## src/rtl/dt_enemy_freeze.sv

```systemverilog
`default_nettype none
// ============================================================================
//  Module      : dt_enemy_freeze
//  Description : Multi-enemy stomp detector. Tests the player's foot point
//                against N_ENEMY enemy top edges each cycle. A stomp freezes
//                the game for FREEZE_TICKS tick pulses, followed by an
//                immunity window of IMMUNE_TICKS tick pulses.
//                Optional feature macro: FREEZE_RETRIGGER_EN (hits while
//                FROZEN reload the freeze timer).
//  Revision    : 1.0 - initial release
// ============================================================================
module dt_enemy_freeze #(
    parameter int N_ENEMY      = 4,
    parameter int X_W          = 10,
    parameter int Y_W          = 9,
    parameter int FOOT_DX      = 24,
    parameter int FOOT_DY      = 41,
    parameter int ENEMY_W      = 62,
    parameter int TOL_Y        = 2,
    parameter int FREEZE_TICKS = 300,
    parameter int IMMUNE_TICKS = 60
) (
    input  logic                                  clk,
    input  logic                                  rst_n,
    input  logic                                  tick,
    input  logic [X_W-1:0]                        x_blue,
    input  logic [Y_W-1:0]                        y_blue,
    input  logic [N_ENEMY*X_W-1:0]                x_enemy,
    input  logic [N_ENEMY*Y_W-1:0]                y_enemy,
    input  logic [N_ENEMY-1:0]                    enemy_vld,
    output logic                                  frozen,
    output logic                                  immune,
    output logic                                  freeze_pulse,
    output logic [$clog2(N_ENEMY)-1:0]            hit_id,
    output logic [$clog2(FREEZE_TICKS+1)-1:0]     ticks_left
);

    localparam int ID_W = $clog2(N_ENEMY);
    localparam int TL_W = $clog2(FREEZE_TICKS + 1);

    // All geometry sums carry one extra bit so nothing wraps.
    localparam logic [X_W:0]  C_FOOT_DX  = (X_W+1)'(FOOT_DX);
    localparam logic [Y_W:0]  C_FOOT_DY  = (Y_W+1)'(FOOT_DY);
    localparam logic [X_W:0]  C_ENEMY_W  = (X_W+1)'(ENEMY_W);
    localparam logic [Y_W:0]  C_TOL_Y    = (Y_W+1)'(TOL_Y);
    localparam logic [TL_W-1:0] C_FREEZE = TL_W'(FREEZE_TICKS);
    localparam logic [TL_W-1:0] C_IMMUNE = TL_W'(IMMUNE_TICKS);
    localparam logic [TL_W-1:0] C_ONE    = TL_W'(1);

    typedef enum logic [1:0] {
        S_IDLE   = 2'd0,
        S_FROZEN = 2'd1,
        S_IMMUNE = 2'd2
    } state_t;

    state_t             state_q;
    logic [N_ENEMY-1:0] hit_vec_q;
    logic               frozen_q;
    logic               immune_q;
    logic               freeze_pulse_q;
    logic [ID_W-1:0]    hit_id_q;
    logic [TL_W-1:0]    ticks_left_q;

    logic [X_W:0]       w_fx;
    logic [Y_W:0]       w_fy;
    logic [N_ENEMY-1:0] w_hit;
    logic [ID_W-1:0]    w_hit_id;

    assign w_fx = {1'b0, x_blue} + C_FOOT_DX;
    assign w_fy = {1'b0, y_blue} + C_FOOT_DY;

    // Tolerance is added to both sides instead of subtracted, so an enemy
    // near y=0 cannot underflow into a false hit.
    generate
        for (genvar gi = 0; gi < N_ENEMY; gi++) begin : g_hit
            logic [X_W:0] w_xe;
            logic [Y_W:0] w_ye;
            assign w_xe = {1'b0, x_enemy[gi*X_W +: X_W]};
            assign w_ye = {1'b0, y_enemy[gi*Y_W +: Y_W]};
            assign w_hit[gi] = enemy_vld[gi]
                             & (w_fx > w_xe)
                             & (w_fx < (w_xe + C_ENEMY_W))
                             & (w_fy < (w_ye + C_TOL_Y))
                             & ((w_fy + C_TOL_Y) > w_ye);
        end
    endgenerate

    // Priority encoder: lowest set channel of the registered hit vector wins.
    always_comb begin
        w_hit_id = '0;
        for (int i = N_ENEMY - 1; i >= 0; i--) begin
            if (hit_vec_q[i]) begin
                w_hit_id = ID_W'(i);
            end
        end
    end

    // Stage 1: register the per-channel hit vector.
    always_ff @(posedge clk or negedge rst_n) begin
        if (!rst_n) begin
            hit_vec_q <= '0;
        end else begin
            hit_vec_q <= w_hit;
        end
    end

    // Stage 2: freeze/immunity state machine with registered outputs.
    always_ff @(posedge clk or negedge rst_n) begin
        if (!rst_n) begin
            state_q        <= S_IDLE;
            frozen_q       <= 1'b0;
            immune_q       <= 1'b0;
            freeze_pulse_q <= 1'b0;
            hit_id_q       <= '0;
            ticks_left_q   <= '0;
        end else begin
            freeze_pulse_q <= 1'b0;
            case (state_q)
                S_IDLE: begin
                    if (|hit_vec_q) begin
                        state_q        <= S_FROZEN;
                        frozen_q       <= 1'b1;
                        ticks_left_q   <= C_FREEZE;
                        hit_id_q       <= w_hit_id;
                        freeze_pulse_q <= 1'b1;
                    end
                end
                S_FROZEN: begin
`ifdef FREEZE_RETRIGGER_EN
                    // A fresh stomp restarts the freeze; it beats a tick.
                    if (|hit_vec_q) begin
                        ticks_left_q   <= C_FREEZE;
                        hit_id_q       <= w_hit_id;
                        freeze_pulse_q <= 1'b1;
                    end else
`endif
                    if (tick) begin
                        if (ticks_left_q == C_ONE) begin
                            frozen_q <= 1'b0;
                            if (IMMUNE_TICKS == 0) begin
                                state_q      <= S_IDLE;
                                ticks_left_q <= '0;
                            end else begin
                                state_q      <= S_IMMUNE;
                                immune_q     <= 1'b1;
                                ticks_left_q <= C_IMMUNE;
                            end
                        end else begin
                            ticks_left_q <= ticks_left_q - C_ONE;
                        end
                    end
                end
                S_IMMUNE: begin
                    if (tick) begin
                        if (ticks_left_q == C_ONE) begin
                            state_q      <= S_IDLE;
                            immune_q     <= 1'b0;
                            ticks_left_q <= '0;
                        end else begin
                            ticks_left_q <= ticks_left_q - C_ONE;
                        end
                    end
                end
                default: begin
                    state_q      <= S_IDLE;
                    frozen_q     <= 1'b0;
                    immune_q     <= 1'b0;
                    ticks_left_q <= '0;
                end
            endcase
        end
    end

    assign frozen       = frozen_q;
    assign immune       = immune_q;
    assign freeze_pulse = freeze_pulse_q;
    assign hit_id       = hit_id_q;
    assign ticks_left   = ticks_left_q;

endmodule
`default_nettype wire
```

## config.mk

```make
export PLATFORM = sky130hd
export DESIGN_NAME = dt_enemy_freeze
export DESIGN_NICKNAME = d
export VERILOG_FILES = /design/src/rtl/dt_enemy_freeze.sv
export SDC_FILE = /design/constraint.sdc
export NUM_CORES = 1
export LEC_CHECK = 0
export CAP_MARGIN = 25
export CELL_PAD_IN_SITES_DETAIL_PLACEMENT = 1
export CELL_PAD_IN_SITES_GLOBAL_PLACEMENT = 2
export CORE_MARGIN = 2
export CORE_UTILIZATION = 38
export DETAILED_ROUTE_END_ITERATION = 10
export DONT_BUFFER_PORTS = 1
export PLACE_DENSITY_LB_ADDON = 0.1
export SYNTH_ARGS = -nofsm -noshare
export SYNTH_HDL_FRONTEND = slang
export SYNTH_SLANG_ARGS = --single-unit
```

## constraint.sdc

```tcl
create_clock -name clk -period 1.9 [get_ports clk]
set_input_delay 0.38 -clock clk [delete_from_list [all_inputs] [get_ports clk]]
set_output_delay 0.38 -clock clk [all_outputs]
set_load 0.02 [all_outputs]
```

==> flow_metrics.py <==
metrics = {
    "yosys": {
        "ys_ff_latch": 20,
        "syn_inst": 750,
        "yosys.cell_count.top_type": "ha_1",
        "number_of_flops_mapped_to_enable_cells_by_yosys": 0,
        "synth_cell_type_count": 65,
        "synth.avg_cell_area_um2": 7.81,
        "synth-xor-area-share_pct": 10.5,
        "cells_taking_the_most_area_after_synthesis": "ha_1, xnor2_1, dfrtp_1",
        "synth-adder-area-share_pct": 35.2,
        "netlist_area_um2": 5860,
        "synth_mux_area_share_pct": 0.534,
        "synth_top_flop_cell": "dfrtp_1",
        "post_synthesis_compound_gate_area_fraction_pct": 20.4,
        "ys_seq_area_share_pct": 8.54,
        "synth_nets": 1017,
        "synth_area_leader_cell": "ha_1",
        "yosys-top-cells-count": "ha_1, inv_1, xnor2_1",
        "combinational_family_with_the_most_area_after_synthesis": "adder cells",
        "synth_top_area_share_pct": 35.2,
        "synth-warning-count": 0,
        "synth-async-reset-ratio_pct": 100,
        "synth_simple_gate_area_share_pct": 18.7,
    },
    "setup_path": {
        "cp_num_buf_inv": 0,
        "critPathSlowestCell": "a2111oi_4",
        "worst-setup-path-type": "input pin to register",
        "r2r-start": "ticks_left[0]",
        "crit_path_start": "y_blue[1]",
        "rrSetupSlack_ns": 0.11,
        "timing.critical_path.slowest_cell_delay_ns": 0.35,
        "cp.required_ns": 2.04,
        "worst_reg2reg_endpoint": "ticks_left[8]",
        "setup.worst_path.end_class": "register",
        "path_delay_family": "simple AND/OR/NAND/NOR gates",
        "crit_path_start_kind": "input pin",
        "cp_cell_sequence": "ha_4 -> nor4b_4 -> nand2_1 -> nand3_2 -> and3_4 -> nand3_4 -> xnor2_4 -> ha_4 -> nand3_2 -> o21bai_1 -> a21o_1 -> a2111oi_4",
        "timing.critical_path.arrival_ns": 2.67,
        "path_max_fanout": 6,
        "number_of_cell_instances_on_the_worst_register_to_register_path": 7,
    },
    "floorplan": {
        "rows": 45,
        "die_area_um2": 16400,
        "ios": 116,
        "die_height_um": 128,
        "core_um2": 15100,
        "die_width_um": 128,
        "start_util_pct": 38.7,
    },
    "clocking": {
        "tritoncts_clock_tree": "yes",
        "cts_root_buffer": "clkbuf_16",
        "clkSlewWorstSetupHoldPaths_ns": 0.06,
        "cts_sinks": 20,
        "cts_made_buffers": 3,
        "max_h_tree_level": 1,
        "cts_buffer_depth": 2,
        "clk_latency_ns": 0.25,
    },
    "pwr": {
        "power_uw": 3820,
        "power.density_cell_area_nw_per_um2": 482,
        "irDropWorstVdd_mv": 0.443,
        "leakagePower_uw": 0.00391,
    },
    "status": {
        "failed_checks": "setup timing",
        "run_status": "complete, but fails checks",
    },
    "worst_hold_path": {
        "hp-start": "tick",
        "holdPathEnd": "ticks_left[7]",
        "hold_path.class": "input pin to register",
        "worst_hold_path.num_cells": 2,
    },
    "global_routing": {
        "layer_carrying_the_most_global_route_usage": "met2",
        "global_route.usage.met1_pct": 31.7,
        "first_global_vias": 6892,
        "grt_pass1_wl_mm": 34.4,
        "grtUsageTotal_pct": 26.0,
        "grt_util_met2_pct": 49.2,
        "initial_antenna_violation_count": 0,
        "grt-ovfl-total": 0,
        "use_met3_pct": 3.17,
        "maximum_number_of_pins_on_one_net_before_global_route_repair": 21,
    },
    "final_layout": {
        "fin_area_um2": 7930,
        "area_growth_pct": 35.3,
        "layout-drive-gt1-share_pct": 26.2,
        "insertedDiodeCount": 0,
        "finish.net_count": 1190,
    },
    "routing": {
        "drcViolationCount": 0,
        "drt_wl_cell_um": 19.3,
        "drt_wl_total_mm": 21.5,
        "detail_route.vias_per_cell": 5.61,
        "drt-pass1-iter-count": 4,
        "vias": 6220,
        "ant_nets": 0,
        "detail_route.iter0.violations": 165,
    },
    "job": {
        "drv.max_cap_violation_count": 0,
    },
    "place": {
        "routabilityCongestion": 0.955,
        "dp_slack_ns": -1.13,
        "port_buffers": 0,
        "postPlaceCellArea_um2": 7430,
        "post-dp-hpwl_mm": 18.7,
    },
    "sta": {
        "worst_slew_pin_slew_ns": 0.608,
        "fin_setup_tns_ns": -2.27,
        "maxSlewViolCount": 0,
        "report.final.setup_viol": 4,
        "hold_viol_final": 0,
        "timing.clock.skew_ns": 0.00363,
        "final_period_minus_worst_setup_slack_ns": 2.53,
        "setup_slack_ns": -0.630,
        "final.period_utilization_pct": 133,
        "fmax_ghz": 0.395,
        "timing.max_slew.rel_slack_pct": 59.4,
        "grt_setup_unrepaired": "true",
    },
}
metrics by stage:
step	utilization, %	std cells	hold slack, ns
after detailed placement	49.1	1099	0.0850
final	52.3	1109	0.322
after global placement	49.1	1099	0.0849
after global routing	52.3	1109	0.350
after CTS	51.0	1106	0.325
after floorplan	-	750	0.0844
power breakdown:
| group | switching [µW] | internal, µW | total (µW) | leakage [µW] |
|---|---|---|---|---|
| clock network | 158 | 278 | 435 | 0.0000370 |
| registers | 118 | 528 | 645 | 0.000250 |
| logic | 1410 | 1330 | 2740 | 0.00362 |
worst max-delay path by stage:
stage / slack [ns] / to / cells past startpoint
finish: -0.63 / hit_vec_q[1] / 12
CTS: -0.55 / hit_vec_q[1] / 12
detailed placement: -1.13 / hit_vec_q[1] / 12
global placement: -0.84 / hit_vec_q[1] / 12
global route: -0.73 / hit_vec_q[1] / 13
floorplan: -0.71 / hit_vec_q[3] / 13
per-layer routing:
metal	part of all wire, %	vias up
met1	44	3010
met5	0	-
li1	-	3081
met4	1.6	0
met3	3.3	20
met2	51	109
what timing repair did:
| action | in CTS | in global routing |
|---|---|---|
| setup endpoints to repair | 4 | 7 |
| hold buffers | 1 | 0 |
| gates resized for setup | 27 | 31 |
| setup buffers | 3 | 2 |
| hold endpoints to repair | 20 | 0 |
| pin swaps | 18 | 23 |
flip-flops by register name, indices dropped and copies added (netlist names):
name / flops
immune: 1
hit_id: 2
freeze_pulse: 1
state_q: 2
ticks_left: 9
hit_vec_q: 4
frozen: 1
cell families after synthesis:
logic type	Yosys count
and+or+nand+nor	220
DFF	20
buffers and inverters	93
xor gates and xnor gates	70
adders and majority gates	165
muxes	3
AOI/OAI and AO/OA	179
layout make-up:
| class | count | area, µm² |
|---|---|---|
| Fill cell | 1875 | 7220 |
| Sequential cell | 20 | 500 |
| Inverter | 86 | 323 |
| Multi-Input combinational cell | 637 | 5450 |
| Tap cell | 188 | 235 |
| Clock buffer | 3 | 75.1 |
| Timing Repair Buffer | 175 | 1340 |
cells in the final DEF (no fill, tap or decap), types with 5 or more instances in the layout:
master	count
inv_1	84
a21oi_2	6
a21oi_1	42
o21ai_0	21
o21ai_1	8
a211oi_1	11
a211o_1	5
dfrtp_1	20
ha_4	8
o21bai_1	6
nand4_1	18
o211ai_1	7
o2111ai_1	6
nor2b_1	6
nand3_1	38
nand3_2	5
a21o_1	15
o21a_1	9
nor2_1	32
nand2b_1	7
nand2_1	55
nor3_1	22
xnor2_1	58
buf_4	171
xor2_2	5
ha_1	157
Power figures use the tool's default switching activity.
